<file path="src/rtl/tiny16_pkg.sv">
// Shared encodings for the tiny16 control path: opcodes, write-data sources,
// sequencer states and the decoded-instruction record.
package tiny16_pkg;

  localparam logic [3:0] OP_NOP = 4'h0;
  localparam logic [3:0] OP_MOV = 4'h1;
  localparam logic [3:0] OP_LDI = 4'h2;
  localparam logic [3:0] OP_ADD = 4'h3;
  localparam logic [3:0] OP_SUB = 4'h4;
  localparam logic [3:0] OP_LD  = 4'h5;
  localparam logic [3:0] OP_ST  = 4'h6;
  localparam logic [3:0] OP_JMP = 4'h7;
  localparam logic [3:0] OP_HLT = 4'hF;

  localparam logic [1:0] INSEL_ALU = 2'd0;
  localparam logic [1:0] INSEL_IMM = 2'd1;
  localparam logic [1:0] INSEL_MEM = 2'd2;
  localparam logic [1:0] INSEL_SRC = 2'd3;

  localparam logic [2:0] FETCH_A = 3'd0;
  localparam logic [2:0] FETCH_B = 3'd1;
  localparam logic [2:0] DECODE  = 3'd2;
  localparam logic [2:0] READ    = 3'd3;
  localparam logic [2:0] EXEC    = 3'd4;
  localparam logic [2:0] MEM     = 3'd5;
  localparam logic [2:0] HALT    = 3'd6;
  localparam logic [2:0] FAULT   = 3'd7;

  typedef enum logic [2:0] {
    CLS_NOP,
    CLS_WR,
    CLS_LD,
    CLS_ST,
    CLS_JMP,
    CLS_HLT,
    CLS_ILL
  } op_class_e;

  typedef struct packed {
    op_class_e   cls;
    logic        legal;
    logic [1:0]  in_sel;
    logic        alu_op;
    logic [2:0]  dst;
    logic [2:0]  src;
    logic [15:0] imm;
  } decode_t;

endpackage

</file>
<file path="src/rtl/control_sequencer_if.sv">
// Memory and register-file control bundle between the sequencer (master)
// and the datapath/memory side (slave).
interface control_sequencer_if;
  logic [15:0] mem_rdata;
  logic        mem_ready;
  logic [2:0]  src_sel;
  logic [2:0]  dst_sel;
  logic        in_en;
  logic        out_en;
  logic        pc_inc;
  logic [1:0]  in_sel;
  logic        alu_op;
  logic [15:0] imm;
  logic        mem_rd;
  logic        mem_wr;
  logic        addr_sel;
  logic        halted;
  logic        fault;

  modport master (
    input  mem_rdata, mem_ready,
    output src_sel, dst_sel, in_en, out_en, pc_inc, in_sel, alu_op, imm,
           mem_rd, mem_wr, addr_sel, halted, fault
  );

  modport slave (
    output mem_rdata, mem_ready,
    input  src_sel, dst_sel, in_en, out_en, pc_inc, in_sel, alu_op, imm,
           mem_rd, mem_wr, addr_sel, halted, fault
  );
endinterface

</file>
<file path="src/rtl/control_sequencer_instr_decode.sv">
// Combinational instruction decode: IR to op class, legality, register
// selects, write-data source and immediate.
module instr_decode
  import tiny16_pkg::*;
(
  input  logic [15:0] i_ir,
  output decode_t     o_dec
);

  always_comb begin
    o_dec        = '0;
    o_dec.cls    = CLS_NOP;
    o_dec.legal  = 1'b1;
    o_dec.dst    = i_ir[11:9];
    o_dec.src    = i_ir[8:6];
    o_dec.imm    = {8'h00, i_ir[7:0]};
    o_dec.in_sel = INSEL_ALU;
    o_dec.alu_op = 1'b0;
    case (i_ir[15:12])
      OP_NOP: o_dec.cls = CLS_NOP;
      OP_MOV: begin o_dec.cls = CLS_WR;  o_dec.in_sel = INSEL_SRC; end
      OP_LDI: begin o_dec.cls = CLS_WR;  o_dec.in_sel = INSEL_IMM; end
      OP_ADD: begin o_dec.cls = CLS_WR;  o_dec.in_sel = INSEL_ALU; end
      OP_SUB: begin o_dec.cls = CLS_WR;  o_dec.in_sel = INSEL_ALU; o_dec.alu_op = 1'b1; end
      OP_LD:  o_dec.cls = CLS_LD;
      OP_ST:  o_dec.cls = CLS_ST;
      OP_JMP: begin o_dec.cls = CLS_JMP; o_dec.in_sel = INSEL_SRC; end
      OP_HLT: o_dec.cls = CLS_HLT;
      default: begin o_dec.cls = CLS_ILL; o_dec.legal = 1'b0; end
    endcase
  end

endmodule

</file>
<file path="src/rtl/control_sequencer.sv">
// tiny16 control sequencer: fetch/decode/execute FSM driving register-file
// selects, write strobes and memory handshakes; strobes are flop outputs.
module control_sequencer
  import tiny16_pkg::*;
#(
  parameter logic [2:0] RESET_STATE = FETCH_A
) (
  input  logic                clk,
  input  logic                rst,
  control_sequencer_if.master bus
);

  logic [2:0]  r_state, w_state;
  logic [15:0] r_ir;
  logic        r_in_en, r_pc_inc, r_mem_rd, r_mem_wr, r_alu_op;
  logic [1:0]  r_in_sel;
  logic        w_in_en, w_pc_inc, w_mem_rd, w_mem_wr, w_alu_op, w_ir_load;
  logic [1:0]  w_in_sel;
  logic [2:0]  w_src_sel, w_dst_sel;
  decode_t     w_dec;

  instr_decode u_decode (
    .i_ir  (r_ir),
    .o_dec (w_dec)
  );

  // Strobes are computed for the next cycle, so anything triggered by
  // mem_ready appears in the cycle after the ready is seen.
  always_comb begin
    w_state   = r_state;
    w_in_en   = 1'b0;
    w_pc_inc  = 1'b0;
    w_mem_rd  = 1'b0;
    w_mem_wr  = 1'b0;
    w_alu_op  = 1'b0;
    w_in_sel  = INSEL_ALU;
    w_ir_load = 1'b0;
    case (r_state)
      FETCH_A: begin
        w_state  = FETCH_B;
        w_mem_rd = 1'b1;
      end
      FETCH_B: begin
        if (bus.mem_ready) begin
          w_ir_load = 1'b1;
          w_pc_inc  = 1'b1;
          w_state   = DECODE;
        end else begin
          w_mem_rd = 1'b1;
        end
      end
      DECODE: w_state = READ;
      READ: begin
        w_state = EXEC;
        if (w_dec.cls == CLS_WR || w_dec.cls == CLS_JMP) begin
          w_in_en  = 1'b1;
          w_in_sel = w_dec.in_sel;
          w_alu_op = w_dec.alu_op;
        end
      end
      EXEC: begin
        if (!w_dec.legal) begin
          w_state = FAULT;
        end else begin
          case (w_dec.cls)
            CLS_LD:  begin w_state = MEM; w_mem_rd = 1'b1; end
            CLS_ST:  begin w_state = MEM; w_mem_wr = 1'b1; end
            CLS_HLT: w_state = HALT;
            default: w_state = FETCH_A;
          endcase
        end
      end
      MEM: begin
        if (w_dec.cls == CLS_LD) begin
          if (bus.mem_ready) begin
            w_in_en  = 1'b1;
            w_in_sel = INSEL_MEM;
            w_state  = FETCH_A;
          end else begin
            w_mem_rd = 1'b1;
          end
        end else begin
          if (bus.mem_ready) w_state = FETCH_A;
          else               w_mem_wr = 1'b1;
        end
      end
      default: w_state = r_state;
    endcase
  end

  // Selects follow IR from decode onward; fetch reads r0, JMP writes r0.
  always_comb begin
    w_src_sel = w_dec.src;
    w_dst_sel = w_dec.dst;
    case (r_state)
      FETCH_A, FETCH_B: w_src_sel = '0;
      HALT, FAULT: begin
        w_src_sel = '0;
        w_dst_sel = '0;
      end
      EXEC: if (w_dec.cls == CLS_JMP) w_dst_sel = '0;
      default: w_src_sel = w_dec.src;
    endcase
  end

  always_ff @(posedge clk or negedge rst) begin
    if (!rst) begin
      r_state  <= RESET_STATE;
      r_ir     <= '0;
      r_in_en  <= 1'b0;
      r_pc_inc <= 1'b0;
      r_mem_rd <= 1'b0;
      r_mem_wr <= 1'b0;
      r_alu_op <= 1'b0;
      r_in_sel <= '0;
    end else begin
      r_state  <= w_state;
      if (w_ir_load) r_ir <= bus.mem_rdata;
      r_in_en  <= w_in_en;
      r_pc_inc <= w_pc_inc;
      r_mem_rd <= w_mem_rd;
      r_mem_wr <= w_mem_wr;
      r_alu_op <= w_alu_op;
      r_in_sel <= w_in_sel;
    end
  end

  assign bus.src_sel  = w_src_sel;
  assign bus.dst_sel  = w_dst_sel;
  assign bus.in_en    = r_in_en;
  assign bus.pc_inc   = r_pc_inc;
  assign bus.in_sel   = r_in_sel;
  assign bus.alu_op   = r_alu_op;
  assign bus.imm      = w_dec.imm;
  assign bus.mem_rd   = r_mem_rd;
  assign bus.mem_wr   = r_mem_wr;
  assign bus.out_en   = r_mem_wr;
  assign bus.addr_sel = r_mem_wr;
  assign bus.halted   = (r_state == HALT);
  assign bus.fault    = (r_state == FAULT);

endmodule

</file>
<file path="src/flat_wrapper.sv">
// flat-port wrapper written by rule: the top's interface ports become plain ports
module control_sequencer_flat import tiny16_pkg::*;
#(
  parameter logic [2:0] RESET_STATE = FETCH_A
)
  (clk, rst, bus_mem_rdata, bus_mem_ready, bus_src_sel, bus_dst_sel, bus_in_en, bus_out_en, bus_pc_inc, bus_in_sel, bus_alu_op, bus_imm, bus_mem_rd, bus_mem_wr, bus_addr_sel, bus_halted, bus_fault);
  control_sequencer_if bus_i ();
  input  logic clk;
  input  logic rst;
  input wire logic [$bits(bus_i.mem_rdata)-1:0] bus_mem_rdata;
  input wire logic [$bits(bus_i.mem_ready)-1:0] bus_mem_ready;
  output wire logic [$bits(bus_i.src_sel)-1:0] bus_src_sel;
  output wire logic [$bits(bus_i.dst_sel)-1:0] bus_dst_sel;
  output wire logic [$bits(bus_i.in_en)-1:0] bus_in_en;
  output wire logic [$bits(bus_i.out_en)-1:0] bus_out_en;
  output wire logic [$bits(bus_i.pc_inc)-1:0] bus_pc_inc;
  output wire logic [$bits(bus_i.in_sel)-1:0] bus_in_sel;
  output wire logic [$bits(bus_i.alu_op)-1:0] bus_alu_op;
  output wire logic [$bits(bus_i.imm)-1:0] bus_imm;
  output wire logic [$bits(bus_i.mem_rd)-1:0] bus_mem_rd;
  output wire logic [$bits(bus_i.mem_wr)-1:0] bus_mem_wr;
  output wire logic [$bits(bus_i.addr_sel)-1:0] bus_addr_sel;
  output wire logic [$bits(bus_i.halted)-1:0] bus_halted;
  output wire logic [$bits(bus_i.fault)-1:0] bus_fault;
  assign bus_i.mem_rdata = bus_mem_rdata;
  assign bus_i.mem_ready = bus_mem_ready;
  assign bus_src_sel = bus_i.src_sel;
  assign bus_dst_sel = bus_i.dst_sel;
  assign bus_in_en = bus_i.in_en;
  assign bus_out_en = bus_i.out_en;
  assign bus_pc_inc = bus_i.pc_inc;
  assign bus_in_sel = bus_i.in_sel;
  assign bus_alu_op = bus_i.alu_op;
  assign bus_imm = bus_i.imm;
  assign bus_mem_rd = bus_i.mem_rd;
  assign bus_mem_wr = bus_i.mem_wr;
  assign bus_addr_sel = bus_i.addr_sel;
  assign bus_halted = bus_i.halted;
  assign bus_fault = bus_i.fault;
  control_sequencer #(.RESET_STATE(RESET_STATE)) u_core (.clk(clk), .rst(rst), .bus(bus_i));
endmodule
</file>
<file path="config.mk">
export PLATFORM = sky130hd
export DESIGN_NAME = control_sequencer_flat
export DESIGN_NICKNAME = d
export VERILOG_FILES = /design/src/rtl/tiny16_pkg.sv /design/src/rtl/control_sequencer_if.sv /design/src/rtl/control_sequencer_instr_decode.sv /design/src/rtl/control_sequencer.sv /design/src/flat_wrapper.sv
export SDC_FILE = /design/constraint.sdc
export NUM_CORES = 1
export LEC_CHECK = 0
export BUFFER_PORTS_ARGS = -buffer_cell sky130_fd_sc_hd__buf_4
export CAP_MARGIN = 20
export CORE_MARGIN = 2
export CORE_UTILIZATION = 45
export DETAILED_ROUTE_END_ITERATION = 8
export PLACE_DENSITY = 0.73
export SLEW_MARGIN = 20
export SYNTH_ARGS = -nofsm -noshare
export SYNTH_HDL_FRONTEND = slang
export SYNTH_SLANG_ARGS = --single-unit
</file>
<file path="constraint.sdc">
create_clock -name clk -period 1.9 [get_ports clk]
set_input_delay 0.38 -clock clk [delete_from_list [all_inputs] [get_ports clk]]
set_output_delay 0.38 -clock clk [all_outputs]
set_load 0.005 [all_outputs]
</file>
# After elaboration in Yosys (flattened, before gate mapping)
# Index checks and enable logic that the tools add are counted.
totals:
  register_bits: 26
  elab_cells: 73
  input_bits: 19
  out_inout_bits: 33
op_classes:
  muxes: 32
  eq_ne: 22
  n_reduce_logical: 11
ops:
  columns: ["cell", "count"]
  rows:
  - ["$pmux W3 S6", 2]
  - ["$eq A3 B3 Y1 const B", 6]
  - ["$eq A4 B3 Y1 const B", 4]
  - ["$mux W1", 15]
  - ["$mux W3", 5]
  - ["$eq A3 B2 Y1 const B", 4]
  - ["$pmux W3 S2", 2]
  - ["$reduce_or A9 Y1", 1]
  - ["$eq A4 B2 Y1 const B", 2]
  - ["$pmux W2 S2", 2]
  - ["$reduce_or A4 Y1", 2]
  - ["$eq A3 B1 Y1 const B", 2]
  - ["$mux W2", 3]
  - ["$reduce_bool A6 Y1", 1]
  - ["$reduce_or A2 Y1", 3]
  - ["$eq A4 B1 Y1 const B", 1]
  - ["$eq A4 B4 Y1 const B", 1]
  - ["$logic_not A4 Y1", 1]
  - ["$ne A2 B2 Y1 const B", 2]
  - ["$pmux W1 S2", 2]
  - ["$pmux W1 S4", 1]
  - ["$logic_not A3 Y1", 1]
  - ["$reduce_and A3 Y1", 1]
  - ["$logic_or A1 B1 Y1", 1]

# Logic depth before layout (Yosys ltp)
depth:
  depth_word: 8
  mapped_depth: 5
  mapped_depth_nobuf: 3

# Cells and area by module
# From an unflattened synthesis, not the netlist that was laid out.
hier_totals:
  hier_cells: 131
  hier_area_um2: 1510.2
by_module_without_submodules:
  columns: ["module", "n_inst", "seq_area_each_um2", "cells_per_inst", "area_each_um2"]
  rows:
  - ["control_sequencer", 1, 650.6, 90, 1189.9]
  - ["instr_decode", 1, 0.0, 41, 320.3]

# Worst setup path after synthesis
# Ideal clock, no wire load.
synth_timing:
  path_kind: "register -> output"
  from: "register u_core.r_state[0]"
  to: "output port bus_dst_sel[0]"
  stages_incl_launch_ff: 5
  arrival_time_ns: 1.018
  t_required_ns: 1.520
  slack_ns: 0.502
  n_path_buf: 1
  cell_sequence: "dfrtp_1 -> buf_2 -> nor2b_2 -> nand4_1 -> and3_1"
synth_between:
  elab_chain_cells: 3
  elab_cells_between_ends: 5
  cone_classes: "eq/ne: 3; mux: 1; reduce/logical: 1"
synth_lines:
  columns: ["item", "line_no", "source"]
  rows:
  - ["from (decl)", "control_sequencer.sv:13", "logic [2:0] r_state, w_state;"]
  - ["from (signal assigned)", "control_sequencer.sv:117", "r_state <= w_state;"]
  - ["$eq A3 B3 Y1", "control_sequencer.sv:95", "case (r_state)"]
  - ["$reduce_or A2 Y1", "control_sequencer.sv:95", null]
  - ["$pmux W3 S2 (*)", "control_sequencer.sv:95", null]
  - ["to (decl)", "flat_wrapper.sv:13", "output wire logic [$bits(bus_i.dst_sel)-1:0] bus_dst_sel;"]
# Every way passes the cells marked *; elsewhere a longest branch is shown, timed or not.

# Final worst setup path
layout_timing:
  from: "register u_core.r_ir[15]"
  to: "output port bus_dst_sel[1]"
layout_between:
  elab_chain_cells: 6
  elab_cells_between_ends: 14
  cone_classes: "eq/ne: 9; mux: 3; reduce/logical: 2"
layout_lines:
  columns: ["item", "line_no", "source"]
  rows:
  - ["from (decl)", "control_sequencer.sv:14", "logic [15:0] r_ir;"]
  - ["from (signal assigned)", "control_sequencer.sv:118", "if (w_ir_load) r_ir <= bus.mem_rdata;"]
  - ["$eq A4 B3 Y1, or another cell as far along", "control_sequencer_instr_decode.sv:19", "case (i_ir[15:12])"]
  - ["$reduce_or A4 Y1 (no line)", null, null]
  - ["$pmux W3 S6 (*)", "control_sequencer_instr_decode.sv:19", null]
  - ["$eq A3 B3 Y1 (*)", "control_sequencer.sv:101", "EXEC: if (w_dec.cls == CLS_JMP) w_dst_sel = '0;"]
  - ["$mux W3 (*)", "control_sequencer.sv:101", null]
  - ["$pmux W3 S2 (*)", "control_sequencer.sv:95", null]
# Marked as above.

==> out/qor.csv <==
metric,value,unit
outcome,finished clean,
yosysSeqAreaShare,45.38,%
drt_first_pass_iters,4,
worstHoldPathType,in2reg,
yosysUniqueCellTypes,39,
dieArea,3654,sq um
fin_ws,0.1249,ns
dp_hpwl,1938,um
synth_xor_xnor_area_share,2.443,%
cts.reportedPaths.clkPinSlew,0.13,ns
critPathLaunchType,register,
n_antenna_cell,0,
route.vias.total,992,
setup_viol,0,
crit_path_max_incr_delay,0.47,ns
fin_tns_setup,0,ns
syn_area_per_cell,11.66,sq um
numCtsBuffers,3,
cts_root_buf,clkbuf_4,
synthCells,123,
drc_errors,0,
ant_nets,0,
antenna_found_initial,0,
min-delay-start,bus_mem_rdata[6],
synth_top_family_by_area,simple AND/OR/NAND/NOR gates,
grt_pass1_vias,936,
crit_required,1.52,ns
worstSkewPairLatency,0.32,ns
htreeDepth,1,
die_w,60.45,um
drive_above_1_share,48.75,%
yosys_warnings,0,
critical_path_arrival,1.40,ns
core,3053,sq um
port_buffers,43,
grt_usage,15.60,%
r2r_slack,0.32,ns
max_cap_viol_count,0,
start_util,46.97,%
grt_max_degree,27,
cts_tree,yes,
rsz0062_at_grt,false,
synth_compound_area_share,6.806,%
wl_per_cell,13.11,um
power_density,1558,nW/um^2
worstPathMaxFanout,5,
crit_chain,nor2b_2 > nand4_1 > and3_1 > buf_4,
ir_drop,0.0006243,V
grt_pass1_wl,4250,um
routed_wl,2675,um
fin_nets,180,
synthAdderAreaFrac,0,%
critPathCaptureType,output pin,
hold_violations,0,
min_period,1.775,ns
slew_viol_final,0,
cts_buffer_depth,2,
synthToLayoutAreaGrowth,23.65,%
synthSimpleGateAreaFrac,17.63,%
muxShareOfSynthArea,14.66,%
io-pin-count,52,
place_congestion,0.8260,
synth_seq_cells,26,
rows,20,
grt_overflow,0,
period_share,93.43,%
drt-initial-drc-count,18,
worst_path_max_delay_cell,dfrtp_2,
r2r-end,u_core.r_ir[3]$_DFFE_PN0P_,
dp_slack,0.2395,ns
vias_per_cell,4.863,
reg2regPathDepth,4,
critPathKind,reg2out,
cts.sinks,26,
leakage,0.8661,nW
hold_depth,2,
die_h,60.45,um
fmax,563.4,MHz
worstReg2RegStart,u_core.r_state[2]$_DFFE_PN0P_,
min_to,u_core.r_ir[6]$_DFFE_PN0P_,
skew,0.006472,ns
synthesis.area,1434,sq um
## worst max path at each step
| stage | slack, ns | end | from | cells after the start |
|---|---|---|---|---|
| 3_5_place_dp | 0.24 | bus_dst_sel[1] | u_core.r_state[2]$_DFFE_PN0P_ | 4 |
| 5_1_grt | 0.01 | bus_dst_sel[1] | u_core.r_ir[15]$_DFFE_PN0P_ | 4 |
| 4_1_cts | 0.005 | bus_dst_sel[1] | u_core.r_ir[15]$_DFFE_PN0P_ | 4 |
| 6_report | 0.12 | bus_dst_sel[1] | u_core.r_ir[15]$_DFFE_PN0P_ | 4 |
| 3_3_place_gp | 0.32 | bus_dst_sel[1] | u_core.r_state[2]$_DFFE_PN0P_ | 4 |
| 2_1_floorplan | 0.50 | bus_dst_sel[0] | u_core.r_state[0]$_DFFE_PN0P_ | 4 |
## cell type report
| class | count | area [sq um] |
|---|---|---|
| clock buffers | 4 | 36.28 |
| repair buffers | 52 | 392.9 |
| well taps | 44 | 55.05 |
| flip-flops and latches | 26 | 655.6 |
| multi-input cells | 78 | 633.1 |
| fillers | 273 | 1280 |
## worst max-delay path, delay by kind of cell (launching register included)
kind          cells  cell delay (ns)
simple gates      3             0.49
buf+inv           1             0.13
flops             1             0.47
## logic make-up after synthesis
kind of cell           Yosys count
AO/OA/AOI/OAI                   14
XOR/XNOR                         4
buffers and inverters           26
flip-flops                      26
multiplexers                    16
other                            1
AND/OR/NAND/NOR                 36
## registers in the layout, summed over array words and instances, names as in the netlist
name / cells
u_core.bus.in_en: 1
u_core.bus.in_sel: 2
u_core.bus.addr_sel: 1
u_core.bus.pc_inc: 1
u_core.r_ir: 16
u_core.r_state: 3
u_core.bus.mem_rd: 1
u_core.bus.alu_op: 1
## layout by cell type (no fill, tap or decap), types with 2 or more instances in the layout
cell | synthesis | routed
mux2_2 | 5 | 5
conb_1 | 1 | 8
nand2_1 | 4 | 4
mux2_1 | 3 | 3
buf_4 | 18 | 51
nand3b_1 | 2 | 2
nor2b_1 | 3 | 2
nor3_1 | 2 | 2
and2_1 | 5 | 5
a21oi_1 | 2 | 2
xnor2_1 | 2 | 2
nand2b_4 | 2 | 2
xor2_1 | 2 | 2
nand4_1 | 2 | 2
and3_1 | 5 | 5
dfrtp_1 | 26 | 22
nor2_1 | 3 | 3
o21ai_0 | 3 | 3
mux2_4 | 8 | 8
dfrtp_2 | 0 | 4
clkbuf_4 | 0 | 3
## per-layer routing
metal / track usage [%] / vias to the layer above / part of all wire [%]
met1: 18.83 / 486 / 40
met4: 7.453 / 0 / 1.0
li1: - / 471 / -
met5: 0 / - / 0
met3: 2.132 / 2 / 4.3
met2: 27.48 / 33 / 55
## cell usage after synthesis
library cell / instances / area (sq um)
dfrtp_1: 26 / 650.6
buf_4: 18 / 135.1
mux2_4: 8 / 120.1
buf_2: 6 / 30.03
and2_1: 5 / 31.28
and3_1: 5 / 31.28
mux2_2: 5 / 56.30
nand2_1: 4 / 15.01
mux2_1: 3 / 33.78
nor2_1: 3 / 11.26
nor2b_1: 3 / 18.77
o21ai_0: 3 / 15.01
a21oi_1: 2 / 10.01
nand2b_4: 2 / 27.53
nand3b_1: 2 / 15.01
nand4_1: 2 / 12.51
nor3_1: 2 / 10.01
xnor2_1: 2 / 17.52
xor2_1: 2 / 17.52
a2111oi_0: 1 / 8.760
a21boi_0: 1 / 7.510
a21boi_1: 1 / 7.510
a221o_1: 1 / 10.01
a311oi_1: 1 / 8.760
and3b_1: 1 / 8.760
and4b_1: 1 / 10.01
and4bb_2: 1 / 12.51
buf_8: 1 / 15.01
clkbuf_1: 1 / 3.750
conb_1: 1 / 3.750
nand3_1: 1 / 5.000
nor2_8: 1 / 20.02
nor2b_2: 1 / 8.760
nor3b_1: 1 / 7.510
o2111ai_1: 1 / 8.760
o21a_1: 1 / 7.510
o22ai_1: 1 / 6.260
o31ai_1: 1 / 7.510
or2b_1: 1 / 7.510
## metrics by stage
step	std cells	cell area [sq um]	util [%]	hold WS (ns)	total power, W
finish	204	1773	58.07	0.2714	0.002763
global route	204	1773	58.07	0.2461	0.002962
CTS	202	1748	57.25	0.2586	0.002734
detailed placement	194	1677	54.92	0.3060	0.002399
global placement	194	1677	54.92	0.3016	0.002351
floorplan	130	1460	-	0.08441	0.002017
## report_power, final
part           switching, W  leakage [nW]  internal (W)
sequential         0.000179         0.315      0.000801
clock              0.000158        0.0210      0.000117
combinational      0.000615         0.530      0.000893
## what timing repair did
item,4_1_cts,5_1_grt
endpoints found under the hold margin,26,0
cloned,0,0
setup buffers,3,2
resized for setup,2,4
hold buffers,1,0
endpoints found under the setup margin,3,6
(Power assumes the default switching activity.)
